File: src/rtl/fetch_pkg.sv
// Shared types and address-slicing helpers for the instruction fetch buffer.
// Latency: n/a (declarations only).
// Backpressure: n/a.
package fetch_pkg;

   typedef enum logic [1:0] {
      IDLE     = 2'd0,
      FETCH_W0 = 2'd1,
      FETCH_W1 = 2'd2
   } fetch_state_e;

   // Byte distance between the two words of an instruction pair.
   localparam int WORD_OFF = 4;
   // Lowest address bit that selects a word (bits below it are the byte offset).
   localparam int WORD_LSB = 2;

   // Lowest tag bit: the index occupies [tag_lsb-1:WORD_LSB].
   function automatic int tag_lsb(input int depth_log2);
      return depth_log2 + WORD_LSB;
   endfunction

endpackage

File: src/rtl/inst_fetch_buffer_if.sv
// Request/acknowledge bus between the fetch buffer and instruction memory.
// Latency: memory decides; mem_ack pulses for one cycle with mem_rdata.
// Backpressure: mem_req and mem_adr hold steady until mem_ack.
interface inst_fetch_buffer_if #(
   parameter int ADR_W = 32
);
   logic             mem_req;
   logic [ADR_W-1:0] mem_adr;
   logic             mem_ack;
   logic [31:0]      mem_rdata;

   modport master (output mem_req, output mem_adr, input mem_ack, input mem_rdata);
   modport slave  (input mem_req, input mem_adr, output mem_ack, output mem_rdata);
endinterface

File: src/rtl/fetch_word_store.sv
// Direct-mapped word store: data/tag/valid per entry, two lookup ports, one write port.
// Latency: reads and hit flags are combinational; writes land on the next edge.
// Backpressure: none; a clear in the same cycle as a write leaves the entry invalid.
module fetch_word_store #(
   parameter int DEPTH_LOG2 = 4,
   parameter int TAG_W      = 26
) (
   input  logic                  clk,
   input  logic                  rst,
   input  logic                  clear,
   input  logic [DEPTH_LOG2-1:0] rd_idx0,
   input  logic [TAG_W-1:0]      rd_tag0,
   output logic                  rd_hit0,
   output logic [31:0]           rd_dat0,
   input  logic [DEPTH_LOG2-1:0] rd_idx1,
   input  logic [TAG_W-1:0]      rd_tag1,
   output logic                  rd_hit1,
   output logic [31:0]           rd_dat1,
   input  logic                  wr_en,
   input  logic [DEPTH_LOG2-1:0] wr_idx,
   input  logic [TAG_W-1:0]      wr_tag,
   input  logic [31:0]           wr_dat
);
   localparam int DEPTH = 1 << DEPTH_LOG2;

   logic [31:0]      dat_mem [DEPTH];
   logic [TAG_W-1:0] tag_mem [DEPTH];
   logic [DEPTH-1:0] vld;

   // Valid bits: cleared by reset or flush, set by a fill.
   always_ff @(posedge clk) begin
      if (rst || clear) begin
         vld <= '0;
      end else if (wr_en) begin
         vld[wr_idx] <= 1'b1;
      end
   end

   // Payload arrays need no reset; the valid bits guard them.
   always_ff @(posedge clk) begin
      if (wr_en) begin
         dat_mem[wr_idx] <= wr_dat;
         tag_mem[wr_idx] <= wr_tag;
      end
   end

   assign rd_dat0 = dat_mem[rd_idx0];
   assign rd_dat1 = dat_mem[rd_idx1];
   assign rd_hit0 = vld[rd_idx0] && (tag_mem[rd_idx0] == rd_tag0);
   assign rd_hit1 = vld[rd_idx1] && (tag_mem[rd_idx1] == rd_tag1);

endmodule

File: src/rtl/inst_fetch_buffer.sv
// Instruction pair buffer in front of a 32-bit variable-latency memory; fetches missing words.
// Latency: hit delivers the pair same cycle; miss of both words = 1 + 2 memory round trips.
// Backpressure: inst_valid stays low until both words are resident; mem request held until ack.
module inst_fetch_buffer
   import fetch_pkg::*;
#(
   parameter int DEPTH_LOG2 = 4,
   parameter int ADR_W      = 32,
   parameter int CNT_W      = 16
) (
   input  logic                 clk,
   input  logic                 rst,
   input  logic [ADR_W-1:0]     inst_adr,
   input  logic                 invalidate,
   output logic [63:0]          inst,
   output logic                 inst_valid,
   inst_fetch_buffer_if.master  mem,
   output logic [CNT_W-1:0]     miss_count
);
   localparam int TAG_LSB = tag_lsb(DEPTH_LOG2);
   localparam int TAG_W   = ADR_W - TAG_LSB;

   fetch_state_e     state;
   logic             req_q;
   logic [ADR_W-1:0] adr_q;
   logic             drop;

   logic [ADR_W-1:0] w0;
   logic [ADR_W-1:0] w1;
   logic             hit0;
   logic             hit1;
   logic [31:0]      dat0;
   logic [31:0]      dat1;
   logic             wr_en;
   logic             unused_bits;

   // Second word wraps naturally modulo 2^ADR_W.
   assign w0 = {inst_adr[ADR_W-1:WORD_LSB], 2'b00};
   assign w1 = w0 + ADR_W'(WORD_OFF);

   // A returning word is stored unless a flush arrived while it was in flight or with it.
   assign wr_en = mem.mem_ack && (state != IDLE) && !drop && !invalidate;

   fetch_word_store #(
      .DEPTH_LOG2 (DEPTH_LOG2),
      .TAG_W      (TAG_W)
   ) u_store (
      .clk     (clk),
      .rst     (rst),
      .clear   (invalidate),
      .rd_idx0 (w0[TAG_LSB-1:WORD_LSB]),
      .rd_tag0 (w0[ADR_W-1:TAG_LSB]),
      .rd_hit0 (hit0),
      .rd_dat0 (dat0),
      .rd_idx1 (w1[TAG_LSB-1:WORD_LSB]),
      .rd_tag1 (w1[ADR_W-1:TAG_LSB]),
      .rd_hit1 (hit1),
      .rd_dat1 (dat1),
      .wr_en   (wr_en),
      .wr_idx  (adr_q[TAG_LSB-1:WORD_LSB]),
      .wr_tag  (adr_q[ADR_W-1:TAG_LSB]),
      .wr_dat  (mem.mem_rdata)
   );

   assign inst          = {dat1, dat0};
   assign inst_valid    = hit0 && hit1;
   assign mem.mem_req   = req_q;
   assign mem.mem_adr   = adr_q;
   // Byte-offset bits never take part in lookup or fill.
   assign unused_bits   = ^{inst_adr[1:0], adr_q[1:0]};

   // Miss FSM: launches fills, tracks flushes of in-flight words, counts miss episodes.
   always_ff @(posedge clk) begin
      if (rst) begin
         state      <= IDLE;
         req_q      <= 1'b0;
         adr_q      <= '0;
         drop       <= 1'b0;
         miss_count <= '0;
      end else begin
         case (state)
            IDLE: begin
               if (!hit0 || !hit1) begin
                  state <= hit0 ? FETCH_W1 : FETCH_W0;
                  req_q <= 1'b1;
                  adr_q <= hit0 ? w1 : w0;
                  if (miss_count != '1) begin
                     miss_count <= miss_count + 1'b1;
                  end
               end
            end
            FETCH_W0: begin
               if (mem.mem_ack) begin
                  drop <= 1'b0;
                  // hit1 reflects the store before this fill, so a w1 that
                  // equals the word being written still counts as a miss.
                  if (!drop && !invalidate && !hit1) begin
                     state <= FETCH_W1;
                     adr_q <= w1;
                  end else begin
                     state <= IDLE;
                     req_q <= 1'b0;
                  end
               end else if (invalidate) begin
                  drop <= 1'b1;
               end
            end
            FETCH_W1: begin
               if (mem.mem_ack) begin
                  drop  <= 1'b0;
                  state <= IDLE;
                  req_q <= 1'b0;
               end else if (invalidate) begin
                  drop <= 1'b1;
               end
            end
            default: begin
               state <= IDLE;
               req_q <= 1'b0;
            end
         endcase
      end
   end

endmodule

File: src/flat_wrapper.sv
// flat-port wrapper written by rule: the top's interface ports become plain ports
module inst_fetch_buffer_flat import fetch_pkg::*;
#(
   parameter int DEPTH_LOG2 = 4,
   parameter int ADR_W      = 32,
   parameter int CNT_W      = 16
)
  (clk, rst, inst_adr, invalidate, inst, inst_valid, miss_count, mem_mem_req, mem_mem_adr, mem_mem_ack, mem_mem_rdata);
  inst_fetch_buffer_if #(.ADR_W(ADR_W)) mem_i ();
  input  logic clk;
  input  logic rst;
  input  logic [ADR_W-1:0] inst_adr;
  input  logic invalidate;
  output logic [63:0] inst;
  output logic inst_valid;
  output logic [CNT_W-1:0] miss_count;
  output wire logic [$bits(mem_i.mem_req)-1:0] mem_mem_req;
  output wire logic [$bits(mem_i.mem_adr)-1:0] mem_mem_adr;
  input wire logic [$bits(mem_i.mem_ack)-1:0] mem_mem_ack;
  input wire logic [$bits(mem_i.mem_rdata)-1:0] mem_mem_rdata;
  assign mem_mem_req = mem_i.mem_req;
  assign mem_mem_adr = mem_i.mem_adr;
  assign mem_i.mem_ack = mem_mem_ack;
  assign mem_i.mem_rdata = mem_mem_rdata;
  inst_fetch_buffer #(.DEPTH_LOG2(DEPTH_LOG2), .ADR_W(ADR_W), .CNT_W(CNT_W)) u_core (.clk(clk), .rst(rst), .inst_adr(inst_adr), .invalidate(invalidate), .inst(inst), .inst_valid(inst_valid), .mem(mem_i), .miss_count(miss_count));
endmodule
File: config.mk
export PLATFORM = sky130hd
export DESIGN_NAME = inst_fetch_buffer_flat
export DESIGN_NICKNAME = d
export VERILOG_FILES = /design/src/rtl/fetch_pkg.sv /design/src/rtl/inst_fetch_buffer_if.sv /design/src/rtl/fetch_word_store.sv /design/src/rtl/inst_fetch_buffer.sv /design/src/flat_wrapper.sv
export SDC_FILE = /design/constraint.sdc
export NUM_CORES = 2
export LEC_CHECK = 0
export ABC_AREA = 0
export CORE_ASPECT_RATIO = 1.4
export CORE_UTILIZATION = 45
export DETAILED_ROUTE_END_ITERATION = 8
export GPL_TIMING_DRIVEN = 0
export SETUP_SLACK_MARGIN = 0.15
export SLEW_MARGIN = 20
export SYNTH_ARGS = -nofsm -noshare
export SYNTH_HDL_FRONTEND = slang
export SYNTH_SLANG_ARGS = --single-unit
File: constraint.sdc
create_clock -name clk -period 6.9 [get_ports clk]
set_input_delay 0.69 -clock clk [delete_from_list [all_inputs] [get_ports clk]]
set_output_delay 0.69 -clock clk [all_outputs]
set_load 0.01 [all_outputs]
==> metrics.md <==
| Metric | Value |
|---|---|
| Worst Skew | 0.02237 ns |
| CORE AREA | 105,300 µm² |
| Multi-input logic area | 17,620 µm² |
| Worst flop-to-flop path startpoint | u_core.u_store.tag_mem[12][21] |
| Worst-margin pin slew | 1.198 ns |
| Vias in the first global route | 29,975 |
| Final Power | 14.80 mW |
| Max transition margin | 19.81% |
| Chip Height | 387.3 µm |
| Post-Layout Cell Count | 4,328 |
| Synth Register Bits | 994 |
| Gr usage total | 31.85% |
| Share of flip-flops with an asynchronous set or reset | 0% |
| Setup TNS Final | 0 ns |
| Tcrit/Tclk final | 97.06% |
| DRT Pass-1 Iters | 5 |
| M3 GR Usage | 5.513% |
| Die W | 277.2 µm |
| Place WS | -1.268 ns |
| Most frequent cells in the layout | edfxtp_1 (928), mux4_2 (509), clkdlybuf4s50_1 (161) |
| Hold buffer count at CTS | 0 |
| Placed cells | 4,141 |
| Total number of vias | 29,317 |
| Worst-case reg-to-reg path depth | 11 |
| Max-slew violation count | 0 |
| Design Area, Final | 56,330 µm² |
| Die Area | 107,400 µm² |
| Setup crit end kind | primary output |
| Clk_lat worst skew | 0.69 ns |
| Setup bufs post-CTS | 0 |
| Synth warn | 0 |
| Pwr Density | 262.8 nW/µm² |
| Hold Path Sink | u_core.mem.mem_adr[20] |
| Count of flip-flops with a built-in enable after synthesis | 928 |
| Initial Util | 45.31% |
| Commonest register cell after synthesis | edfxtp_1 |
| Most common cell after layout, fill and taps aside | edfxtp_1 |
| Layout area overhead | 18.05% |
| WL/cell | 39.43 µm |
| Final worst slack | 0.2028 ns |
| # fillers | 8,277 |
| Synthesized area | 47,720 µm² |
| Layout Nets | 2,957 |
| Sequential Area | 29,190 µm² |
| Hold Path Origin | inst_adr[20] |
| FF-to-FF End | u_core.mem.mem_adr[9] |
| Worst vdd ir | 0.0002251 V |
| Data arrival, critical path | 6.01 ns |
| Status | complete, no violations |
| Achievable Freq | 0.1493 GHz |
| Met1 usage | 38.17% |
| TritonCTS clock tree | yes |
| Number of antenna-violating nets in the routed design | 0 |
| CP Launch Type | primary input |
| Clk root buf | clkbuf_16 |
| Final hold viol count | 0 |
| CTS max path bufs | 3 |
| Total CTS buffers | 99 |
| Hold Path Stages | 3 |
| Worst Path Required | 6.21 ns |
| DRT Wirelength | 170,600 µm |
| Period minus WS final | 6.697 ns |
| Maxcap violations | 0 |
| Mapped Avg Cell Area | 18.93 µm² |
| Congestion Overflow GR | 0 |
| Clock H-tree levels | 3 |
| WS Path Type | primary input to primary output |
| Share of cells above drive strength 1 | 32.92% |
| Final Wtd Congestion | 0.9890 |
| Hold Slack | 0.4801 ns |
| FF-to-FF setup slack | 2.32 ns |
| Row Count | 141 |
| Fin util | 53.48% |
| Via/cell ratio | 6.774 |
| Clk sink count | 994 |
| Seq/Total Area, Yosys | 61.17% |
| Post-synth cell types | 89 |
| Num ports | 182 |
| First-pass GRT wire length | 235,200 µm |
| Final setup viols | 0 |
| Cell count after synthesis | 2,521 |
| DRC violations left | 0 |
| Top Usage Layer GRT | met2 |
| DP Wirelength | 123,700 µm |
| Leak | 18.20 nW |
| CP max FO | 10 |
| Reg clk slew, reported paths | 0.06 ns |
| Initial antenna violation count | 5 |
| Hold Path Class | primary input to flip-flop |
| Met2 Resource Use GR | 54.53% |
| Pin count of the biggest net entering global routing | 19 |
| IO buf count | 161 |
| Unrepaired setup endpoints after global routing | true |
| Area of placed instances | 52,860 µm² |
| Initial DRC Count | 3,398 |
[worst max-delay path: stages]
cell	delay, ns
clkdlybuf4s50_1	0.51
buf_4	0.31
buf_2	0.43
buf_4	0.36
inv_2	0.24
buf_4	0.32
mux2i_1	0.81
nor2_1	0.08
or4_1	0.55
a21oi_1	0.43
and2_1	0.27
nand4_1	0.13
nor2_1	0.24
clkdlybuf4s50_1	0.58
[flip-flops by register name, indices dropped and copies added, names as in the netlist]
signal	cells
u_core.miss_count	16
u_core.mem.mem_req	1
u_core.state	2
u_core.mem.mem_adr	30
u_core.drop	1
u_core.u_store.tag_mem	416
u_core.u_store.vld	16
u_core.u_store.dat_mem	512
[repair_timing]
action | 4_1_cts | 5_1_grt
setup endpoints to repair | 65 | 21
gates resized for setup | 33 | 11
hold endpoints to repair | 0 | 0
[synth_stat cells, types with 8 or more instances]
cell      number  area, µm²
mux2_2        24      270.3
nand4_1       11      68.82
nor3_2        11      110.1
dfxtp_1       66       1321
nor3_1        29      145.1
mux2i_1      129       1291
a22oi_1       17      127.6
a211oi_1      30      225.2
mux4_2       509      11460
o22ai_1       13      81.33
nand2b_1       8      50.05
or3_1          9      56.30
buf_4         28      210.2
o31ai_1       17      127.6
xnor2_1       63      551.8
xor2_1        23      201.4
a21oi_1       48      240.2
nor2b_1       12      75.07
and3_1        18      112.6
edfxtp_1     928      27870
o21a_1        18      135.1
buf_2         49      245.2
nand2_1       66      247.7
or4_1         12      90.09
buf_1         34      127.6
o21ai_0       35      175.2
nor2_1        45      168.9
a221oi_1       9      78.83
nand3_1       32      160.2
inv_1         19      71.32
nor4_1        12      75.07
clkbuf_1      71      266.5
[power breakdown]
group | switching, mW | internal [mW] | total [mW]
clock | 2.38 | 3.31 | 5.69
combinational | 1.16 | 0.880 | 2.04
sequential | 0.250 | 6.83 | 7.08
[cells by family (layout without fill, tap and decap cells)]
family | Yosys count | count (layout) | share of synthesized area, %
DFF | 994 | 994 | 61.17
muxes | 667 | 667 | 27.57
and+or+nand+nor | 306 | 306 | 3.624
AOI/OAI and AO/OA | 245 | 245 | 3.598
buffers and inverters | 213 | 659 | 2.161
xor gates and xnor gates | 89 | 89 | 1.718
adders and majority gates | 6 | 6 | 0.1521
other | 1 | 4 | 0.007859
[layout make-up]
class,instances,area share [%]
clock inverters,68,1.386
plain buffers,191,1.868
clock buffers,117,4.631
multi-input cells,1315,31.28
inverters,22,0.1466
well taps,1358,3.017
flip-flops and latches,994,51.82
diodes,2,0.008885
repair buffers,261,5.846
[worst max path at each step]
| stage | startpoint | to | slack, ns |
|---|---|---|---|
| 2_1_floorplan | invalidate | u_core.u_store.dat_mem[0][0] | 1.20 |
| 3_3_place_gp | mem_mem_ack | u_core.u_store.dat_mem[12][9] | -7.57 |
| 3_5_place_dp | inst_adr[2] | inst[59] | -1.27 |
| 4_1_cts | inst_adr[2] | inst[38] | 0.15 |
| 5_1_grt | inst_adr[2] | inst_valid | 0.12 |
| 6_report | inst_adr[2] | inst_valid | 0.20 |
[metal layers]
| metal | up-vias | share of wire, % | wire [µm] |
|---|---|---|---|
| met3 | 412 | 7.5 | 12860 |
| li1 | 11533 | - | - |
| met2 | 1669 | 50 | 86020 |
| met4 | 8 | 6.4 | 10920 |
| met5 | - | 0.037 | 63 |
| met1 | 15695 | 36 | 60770 |
(Power assumes the default switching activity.)
